## config.mk

```make
export PLATFORM = sky130hd
export DESIGN_NAME = image_stream_reader
export DESIGN_NICKNAME = d
export VERILOG_FILES = /design/src/rtl/image_stream_reader_pkg.sv /design/src/rtl/image_stream_reader_skid_fifo.sv /design/src/rtl/image_stream_reader.sv
export SDC_FILE = /design/constraint.sdc
export NUM_CORES = 1
export LEC_CHECK = 0
export ABC_AREA = 0
export CORE_MARGIN = 2
export CORE_UTILIZATION = 47
export DETAILED_ROUTE_END_ITERATION = 16
export PLACE_DENSITY_LB_ADDON = 0.08
export SLEW_MARGIN = 20
export SYNTH_ARGS = -nofsm -noshare
export SYNTH_HDL_FRONTEND = slang
export SYNTH_SLANG_ARGS = --single-unit
```

## constraint.sdc

```tcl
create_clock -name clk_i -period 2 [get_ports clk_i]
set_input_delay 0.4 -clock clk_i [delete_from_list [all_inputs] [get_ports clk_i]]
set_output_delay 0.4 -clock clk_i [all_outputs]
set_load 0.01 [all_outputs]
```

## src/rtl/image_stream_reader_pkg.sv

```systemverilog
// ---------------------------------------------------------------------------
// image_stream_reader_pkg
//   Shared definitions for the image stream reader:
//     - state_t       : reader FSM states (IDLE / RUN / DRAIN)
//     - pixel_tags_t  : per-pixel framing tags {sof, eol, eof}
//     - DEFAULT_*     : default frame geometry (128 x 128, 16-bit RGB565)
//     - clog2()       : constant-evaluable ceiling log2 (never returns < 1)
//   No ports; imported by image_stream_reader and image_stream_skid_fifo.
// ---------------------------------------------------------------------------
package image_stream_reader_pkg;

  typedef enum logic [1:0] {
    ST_IDLE  = 2'd0,
    ST_RUN   = 2'd1,
    ST_DRAIN = 2'd2
  } state_t;

  // Packed so that {sof, eol, eof} maps to bits [2:0] of a plain vector.
  typedef struct packed {
    logic sof;
    logic eol;
    logic eof;
  } pixel_tags_t;

  localparam int DEFAULT_H_PIXELS   = 128;
  localparam int DEFAULT_V_LINES    = 128;
  localparam int DEFAULT_DATA_WIDTH = 16;
  localparam int DEFAULT_ADDR_DEPTH = DEFAULT_H_PIXELS * DEFAULT_V_LINES;

  // Minimum result of 1 keeps derived vector widths legal for depth 1.
  function automatic int clog2(input int value);
    int result;
    int remaining;
    result    = 0;
    remaining = value - 1;
    while (remaining > 0) begin
      result    = result + 1;
      remaining = remaining >> 1;
    end
    if (result < 1) begin
      result = 1;
    end
    return result;
  endfunction

endpackage

```

## src/rtl/image_stream_reader_skid_fifo.sv

```systemverilog
// ---------------------------------------------------------------------------
// image_stream_skid_fifo
//   Two-entry output FIFO holding a pixel plus its framing tags.
//   Ports:
//     clk        : clock, rising edge
//     rst        : synchronous active-high reset
//     flush      : synchronous clear of pointers/count (used by abort)
//     push       : write push_data/push_tags this cycle
//     push_data  : pixel data in
//     push_tags  : {sof, eol, eof} in
//     pop        : consume the head entry this cycle
//     valid      : FIFO non-empty (head entry presented)
//     data       : head pixel data, forced to 0 while empty
//     tags       : head {sof, eol, eof}, forced to 0 while empty
//     count      : number of occupied entries (0..2)
//   A simultaneous push and pop keeps the count unchanged. A push into a
//   full FIFO without a pop is dropped so the storage can never be overrun.
// ---------------------------------------------------------------------------
module image_stream_skid_fifo
  import image_stream_reader_pkg::*;
#(
  parameter int DATA_WIDTH = DEFAULT_DATA_WIDTH
) (
  input  logic                  clk,
  input  logic                  rst,
  input  logic                  flush,
  input  logic                  push,
  input  logic [DATA_WIDTH-1:0] push_data,
  input  logic [2:0]            push_tags,
  input  logic                  pop,
  output logic                  valid,
  output logic [DATA_WIDTH-1:0] data,
  output logic [2:0]            tags,
  output logic [1:0]            count
);

  localparam int ENTRIES = 2;

  logic [DATA_WIDTH-1:0] data_arr [ENTRIES];
  pixel_tags_t           tags_arr [ENTRIES];

  logic       wr_ptr_reg;
  logic       rd_ptr_reg;
  logic [1:0] count_reg;
  logic [1:0] count_next;
  logic       push_ok;
  logic       pop_ok;

  assign pop_ok  = pop && (count_reg != 2'd0);
  assign push_ok = push && ((count_reg != 2'd2) || pop_ok);

  // One storage register per entry; each only ever loads when the write
  // pointer selects it.
  genvar gi;
  generate
    for (gi = 0; gi < ENTRIES; gi++) begin : g_entry
      logic [DATA_WIDTH-1:0] entry_data_reg;
      pixel_tags_t           entry_tags_reg;

      always_ff @(posedge clk) begin
        if (rst) begin
          entry_data_reg <= '0;
          entry_tags_reg <= '0;
        end else if (push_ok && (wr_ptr_reg == 1'(gi))) begin
          entry_data_reg <= push_data;
          entry_tags_reg <= push_tags;
        end
      end

      assign data_arr[gi] = entry_data_reg;
      assign tags_arr[gi] = entry_tags_reg;
    end
  endgenerate

  always_comb begin
    count_next = count_reg;
    case ({push_ok, pop_ok})
      2'b10:   count_next = count_reg + 2'd1;
      2'b01:   count_next = count_reg - 2'd1;
      default: count_next = count_reg;
    endcase
  end

  always_ff @(posedge clk) begin
    if (rst || flush) begin
      wr_ptr_reg <= 1'b0;
      rd_ptr_reg <= 1'b0;
      count_reg  <= 2'd0;
    end else begin
      if (push_ok) begin
        wr_ptr_reg <= ~wr_ptr_reg;
      end
      if (pop_ok) begin
        rd_ptr_reg <= ~rd_ptr_reg;
      end
      count_reg <= count_next;
    end
  end

  // Gating the head with valid keeps stale entries off the bus after a
  // flush or once the frame has drained.
  assign valid = (count_reg != 2'd0);
  assign data  = valid ? data_arr[rd_ptr_reg] : '0;
  assign tags  = valid ? tags_arr[rd_ptr_reg] : 3'b000;
  assign count = count_reg;

endmodule

```

## src/rtl/image_stream_reader.sv

```systemverilog
// ---------------------------------------------------------------------------
// image_stream_reader
//   Reads one frame of pixels from a registered-read image memory and
//   streams it out over a valid/ready handshake with sof/eol/eof tags.
//   Parameters:
//     ADDR_DEPTH : pixels per frame (multiple of H_PIXELS)
//     DATA_WIDTH : pixel width
//     H_PIXELS   : pixels per line
//     ADDR_WIDTH : memory address width
//   Ports:
//     clk_i, rst_i       : clock (rising edge) and synchronous active-high reset
//     start_i            : begin a frame (only honoured while idle)
//     abort_i            : stop the frame, flush queued and in-flight pixels
//     rd_en_o, rd_addr_o : memory read strobe / address
//     rd_data_i          : memory data, valid one cycle after rd_en_o
//     m_valid_o/m_ready_i: downstream handshake
//     m_data_o           : pixel
//     m_sof_o/m_eol_o/m_eof_o : framing tags, qualified by m_valid_o
//     busy_o             : high while not idle
//     done_o             : one-cycle pulse when the eof pixel is accepted
//   Build option:
//     IMAGE_STREAM_LOOP_EN : when defined, the last address wraps to 0 and the
//                            reader keeps refreshing until abort_i / rst_i.
// ---------------------------------------------------------------------------
module image_stream_reader
  import image_stream_reader_pkg::*;
#(
  parameter int ADDR_DEPTH = DEFAULT_ADDR_DEPTH,
  parameter int DATA_WIDTH = DEFAULT_DATA_WIDTH,
  parameter int H_PIXELS   = DEFAULT_H_PIXELS,
  parameter int ADDR_WIDTH = clog2(ADDR_DEPTH)
) (
  input  logic                  clk_i,
  input  logic                  rst_i,
  input  logic                  start_i,
  input  logic                  abort_i,
  output logic                  rd_en_o,
  output logic [ADDR_WIDTH-1:0] rd_addr_o,
  input  logic [DATA_WIDTH-1:0] rd_data_i,
  output logic                  m_valid_o,
  input  logic                  m_ready_i,
  output logic [DATA_WIDTH-1:0] m_data_o,
  output logic                  m_sof_o,
  output logic                  m_eol_o,
  output logic                  m_eof_o,
  output logic                  busy_o,
  output logic                  done_o
);

  // Column is tracked with its own counter so eol needs no modulo by a
  // possibly non-power-of-two line length.
  localparam int                    COL_WIDTH = clog2(H_PIXELS);
  localparam logic [ADDR_WIDTH-1:0] LAST_ADDR = ADDR_WIDTH'(ADDR_DEPTH - 1);
  localparam logic [COL_WIDTH-1:0]  LAST_COL  = COL_WIDTH'(H_PIXELS - 1);

  state_t                state_reg;
  state_t                state_next;
  logic [ADDR_WIDTH-1:0] addr_reg;
  logic [ADDR_WIDTH-1:0] addr_next;
  logic [COL_WIDTH-1:0]  col_reg;
  logic [COL_WIDTH-1:0]  col_next;
  logic                  inflight_reg;
  pixel_tags_t           inflight_tags_reg;
  pixel_tags_t           issue_tags;

  logic                  fifo_valid;
  logic [DATA_WIDTH-1:0] fifo_data;
  logic [2:0]            fifo_tags;
  logic [1:0]            fifo_count;
  pixel_tags_t           head_tags;
  logic                  pop;
  logic                  headroom_ok;
  logic                  issue;

  assign head_tags = fifo_tags;
  assign pop       = fifo_valid && m_ready_i;

  // Occupancy is judged after this cycle's pop: a pixel leaving now frees
  // the slot the new read will land in two edges later, which is what lets
  // a continuously ready sink receive one pixel per cycle.
  assign headroom_ok = ({1'b0, fifo_count} + {2'b00, inflight_reg})
                       < (3'd2 + {2'b00, pop});
  assign issue       = (state_reg == ST_RUN) && headroom_ok;

  assign issue_tags.sof = (addr_reg == '0);
  assign issue_tags.eol = (col_reg == LAST_COL);
  assign issue_tags.eof = (addr_reg == LAST_ADDR);

  // ---------------- FSM: state register ----------------
  always_ff @(posedge clk_i) begin
    if (rst_i) begin
      state_reg <= ST_IDLE;
    end else begin
      state_reg <= state_next;
    end
  end

  // ---------------- FSM: next state ----------------
  always_comb begin
    state_next = state_reg;
    if (abort_i) begin
      state_next = ST_IDLE;
    end else begin
      case (state_reg)
        ST_IDLE: begin
          if (start_i) begin
            state_next = ST_RUN;
          end
        end
        ST_RUN: begin
          if (issue && (addr_reg == LAST_ADDR)) begin
`ifdef IMAGE_STREAM_LOOP_EN
            state_next = ST_RUN;
`else
            state_next = ST_DRAIN;
`endif
          end
        end
        ST_DRAIN: begin
          if ((fifo_count == 2'd0) && !inflight_reg) begin
            state_next = ST_IDLE;
          end
        end
        default: state_next = ST_IDLE;
      endcase
    end
  end

  // ---------------- FSM: outputs ----------------
  always_comb begin
    rd_en_o   = issue;
    busy_o    = (state_reg != ST_IDLE);
    m_valid_o = fifo_valid;
    m_data_o  = fifo_data;
    m_sof_o   = head_tags.sof;
    m_eol_o   = head_tags.eol;
    m_eof_o   = head_tags.eof;
    done_o    = pop && head_tags.eof;
  end

  // ---------------- address / column counters ----------------
  always_comb begin
    addr_next = addr_reg;
    col_next  = col_reg;
    if ((state_reg == ST_IDLE) && start_i) begin
      addr_next = '0;
      col_next  = '0;
    end else if (issue) begin
      // Wrapping at the last address also serves loop mode; in single-shot
      // mode the counter simply rests at 0 through DRAIN.
      addr_next = (addr_reg == LAST_ADDR) ? '0 : addr_reg + 1'b1;
      col_next  = (col_reg == LAST_COL) ? '0 : col_reg + 1'b1;
    end
  end

  // The tags of a read travel alongside it so they line up with rd_data_i.
  always_ff @(posedge clk_i) begin
    if (rst_i || abort_i) begin
      addr_reg          <= '0;
      col_reg           <= '0;
      inflight_reg      <= 1'b0;
      inflight_tags_reg <= '0;
    end else begin
      addr_reg          <= addr_next;
      col_reg           <= col_next;
      inflight_reg      <= issue;
      inflight_tags_reg <= issue_tags;
    end
  end

  assign rd_addr_o = addr_reg;

  // Abort flushes the queue; the read returning on that edge is dropped
  // because the flush wins over the push inside the FIFO.
  image_stream_skid_fifo #(
    .DATA_WIDTH (DATA_WIDTH)
  ) u_fifo (
    .clk       (clk_i),
    .rst       (rst_i),
    .flush     (abort_i),
    .push      (inflight_reg),
    .push_data (rd_data_i),
    .push_tags (inflight_tags_reg),
    .pop       (pop),
    .valid     (fifo_valid),
    .data      (fifo_data),
    .tags      (fifo_tags),
    .count     (fifo_count)
  );

endmodule

```

==> run_results.csv <==
group,metric,value,unit
sta,rsz0062_at_grt,"false",
power,finalPower,2910,uW
synthesis,synth_warnings,0,
synthesis,synth_edf_count,0,
synthesis,synth_commonest_cells,"69 x dfxtp_1, 65 x nor2_1, 45 x nand2_1",
synthesis,netlist.area_leader.share,44.3,%
clock_tree,path_clk_slew,0.07,ns
critical_path,crit_type,"reg2out",
power,vdd.ir_drop.worst,486,uV
route,drtAntennaViolNets,0,
placed_design,io_buffers,57,
global_route,grt_use_total,20.0,%
sta,worst_slew_pin_slew,0.859,ns
hold_path,hold_path.class,"reg2reg",
sta,setup_viol,0,
critical_path,rr_worst_depth,7,
critical_path,startpoint_type,"register",
synthesis,synth_ff_type,"dfxtp_1",
synthesis,avgSynthCellArea,8.78,sq um
critical_path,rr_endpoint,"rd_addr_o[12]",
sta,holdWs,0.454,ns
cells_and_area,drive_gt1_share,13.6,%
synthesis,ys_types,36,
clock_tree,numClockSinks,69,
cells_and_area,largest_register_ffs,32,
clock_tree,cts_max_path_buffers,2,
sta,min_period_over_period,96.1,%
floorplanning,die_area,0.00730,sq mm
clock_tree,numCtsBuffers,9,
synthesis,synth-seq-cells,69,
route,drt_first_pass_iters,4,
route,num_vias,2640,
route,top_layer,"met4",
route,drt-vias-per-instance,5.11,
route,drt-initial-drc-count,58,
clock_tree,postCtsSetupRepairBufs,0,
global_route,grt_max_degree,39,
critical_path,crit-reg2reg-launch,"inflight_reg",
critical_path,worstPathMaxFanout,2,
critical_path,cp-startpoint,"inflight_reg",
synthesis,synth_nets,382,
clock_tree,cts_tree,"yes",
route,wl_per_cell,13.3,microns
sta,clock_skew,0.00631,ns
power,cellLeakagePower,0.00164,uW
hold_path,min-delay-start,"inflight_tags_reg[1]",
global_route,grt_antenna_before_repair,0,
cells_and_area,syn2layout_area_growth,36.0,%
synthesis,seq_area_frac_synth,44.3,%
critical_path,worst_setup_path_end_kind,"primary output",
route,wl_met3,248,microns
run,maxCapViolCount,0,
floorplanning,initial_core_util,48.8,%
synthesis,syn_inst,355,
synthesis,synth_top_area_cell,"dfxtp_1",
sta,slew_headroom,42.6,%
outcome,outcome,"complete, no violations",
synthesis,yosysMostFrequentCell,"dfxtp_1",
clock_tree,clkLatencyLatePin,0.34,ns
synthesis,netlist_area,0.00312,sq mm
route,drt_wl_total,6.89,mm
floorplanning,die_y,85.5,microns
route,met2_length,3.43,mm
synthesis,async_reset_ff_share,0,%
synthesis,synth_area_leaders,"dfxtp_1 44%, mux2i_1 12%, nor2_1 7.8%, nand2_1 5.4%, a21oi_1 4.5%",
floorplanning,die_w,85.5,microns
cells_and_area,final_nets,462,
cells_and_area,n_antenna_cell,0,
critical_path,endpoint,"rd_en_o",
hold_path,min_path_cells,2,
route,wl_met1,3.10,mm
clock_tree,hold_buffers,0,
floorplanning,core,0.00639,sq mm
route,route.detailed.drc,0,
sta,tns,0,ns
floorplanning,rows,29,
sta,fin_crit,1.92,ns
critical_path,r2r_slack,0.16,ns
global_route,grt_pass1_wl,11.6,mm
global_route,grt_pass1_vias,2575,
critical_path,worstPathArrival,1.52,ns
clock_tree,htreeDepth,3,
sta,hold_viol_final,0,
clock_tree,clockRootBuffer,"clkbuf_8",
sta,slew_violations,0,
sta,fmaxAchievable,520,MHz
critical_path,crit_required,1.60,ns
placed_design,gp_routability_congestion,0.772,
floorplanning,ios,58,
global_route,globalRouteOverflowTotal,0,
power,power_density,686,mW/mm^2
placed_design,hpwl,4.83,mm
layer usage:
layer	vias to the layer above	track usage (%)
met5	-	0
met4	0	9.52
met3	12	3.60
met2	47	34.7
met1	1224	23.8
li1	1357	-
per-stage QoR:
step | util [%] | instance area [sq um] | instances | worst slack [ns]
global route | 66.4 | 4240 | 517 | 0.0128
global placement | 61.9 | 3950 | 501 | -0.286
finish | 66.4 | 4240 | 517 | 0.0771
CTS | 65.8 | 4200 | 517 | -0.133
floorplan | - | 3120 | 355 | 0.0819
detailed placement | 61.9 | 3950 | 501 | -0.295
power breakdown:
group | total, uW | switching, uW | internal, uW
Clock | 1380 | 519 | 860
Sequential | 1390 | 5.30 | 1380
Combinational | 144 | 68.3 | 75.4
timing repair:
| action | 4_1_cts | 5_1_grt |
|---|---|---|
| gates resized for setup | 22 | 14 |
| pin swaps | 1 | 1 |
| endpoints found under the setup margin | 22 | 13 |
worst min-delay path by stage:
stage	slack (ns)	end
3_5_place_dp	0.45	u_fifo.g_entry[1].entry_tags_reg[1]
2_1_floorplan	0.43	u_fifo.g_entry[1].entry_tags_reg[0]
3_3_place_gp	0.44	u_fifo.g_entry[1].entry_tags_reg[0]
4_1_cts	0.46	u_fifo.g_entry[1].entry_tags_reg[1]
6_report	0.45	u_fifo.g_entry[1].entry_tags_reg[1]
5_1_grt	0.48	u_fifo.g_entry[1].entry_data_reg[4]
final cells by class:
type,count,area [sq um]
fill,557,2150
multi-input combinational,262,1640
sequential,69,1380
timing repair buffer,85,843
clock buffer,10,138
clock inverter,6,110
tap,77,96.3
inverter,8,30.0
layout by cell type (no fill, tap or decap), types with 7 or more instances in the layout:
| cell | instances |
|---|---|
| nand3_1 | 9 |
| a21oi_1 | 28 |
| buf_4 | 20 |
| dlymetal6s2s_1 | 8 |
| o21ai_0 | 7 |
| nor2_1 | 63 |
| dlygate4sd2_1 | 12 |
| clkbuf_8 | 10 |
| clkdlybuf4s50_1 | 36 |
| xor2_1 | 16 |
| inv_1 | 7 |
| nand4_1 | 11 |
| dfxtp_1 | 68 |
| mux2i_1 | 38 |
| nand2_1 | 45 |
kinds of logic (layout without fill, tap and decap cells):
kind of cell,Yosys count,after routing,synth area share (%)
buffers and inverters,24,109,3.53
flip-flops,69,69,44.3
AND/OR/NAND/NOR,160,160,24.9
AO/OA/AOI/OAI,39,39,7.34
multiplexers,38,38,12.2
XOR/XNOR,19,19,5.34
adder cells (fa/ha/maj),6,6,2.41
critical path: stages (launching register included):
cell and delay [ns]:
dfxtp_1 0.32, ha_1 0.20, ha_2 0.19, nor3b_4 0.25, nand2_4 0.08, inv_2 0.06, buf_6 0.09
Note: power is estimated with default switching activity, not from simulation.
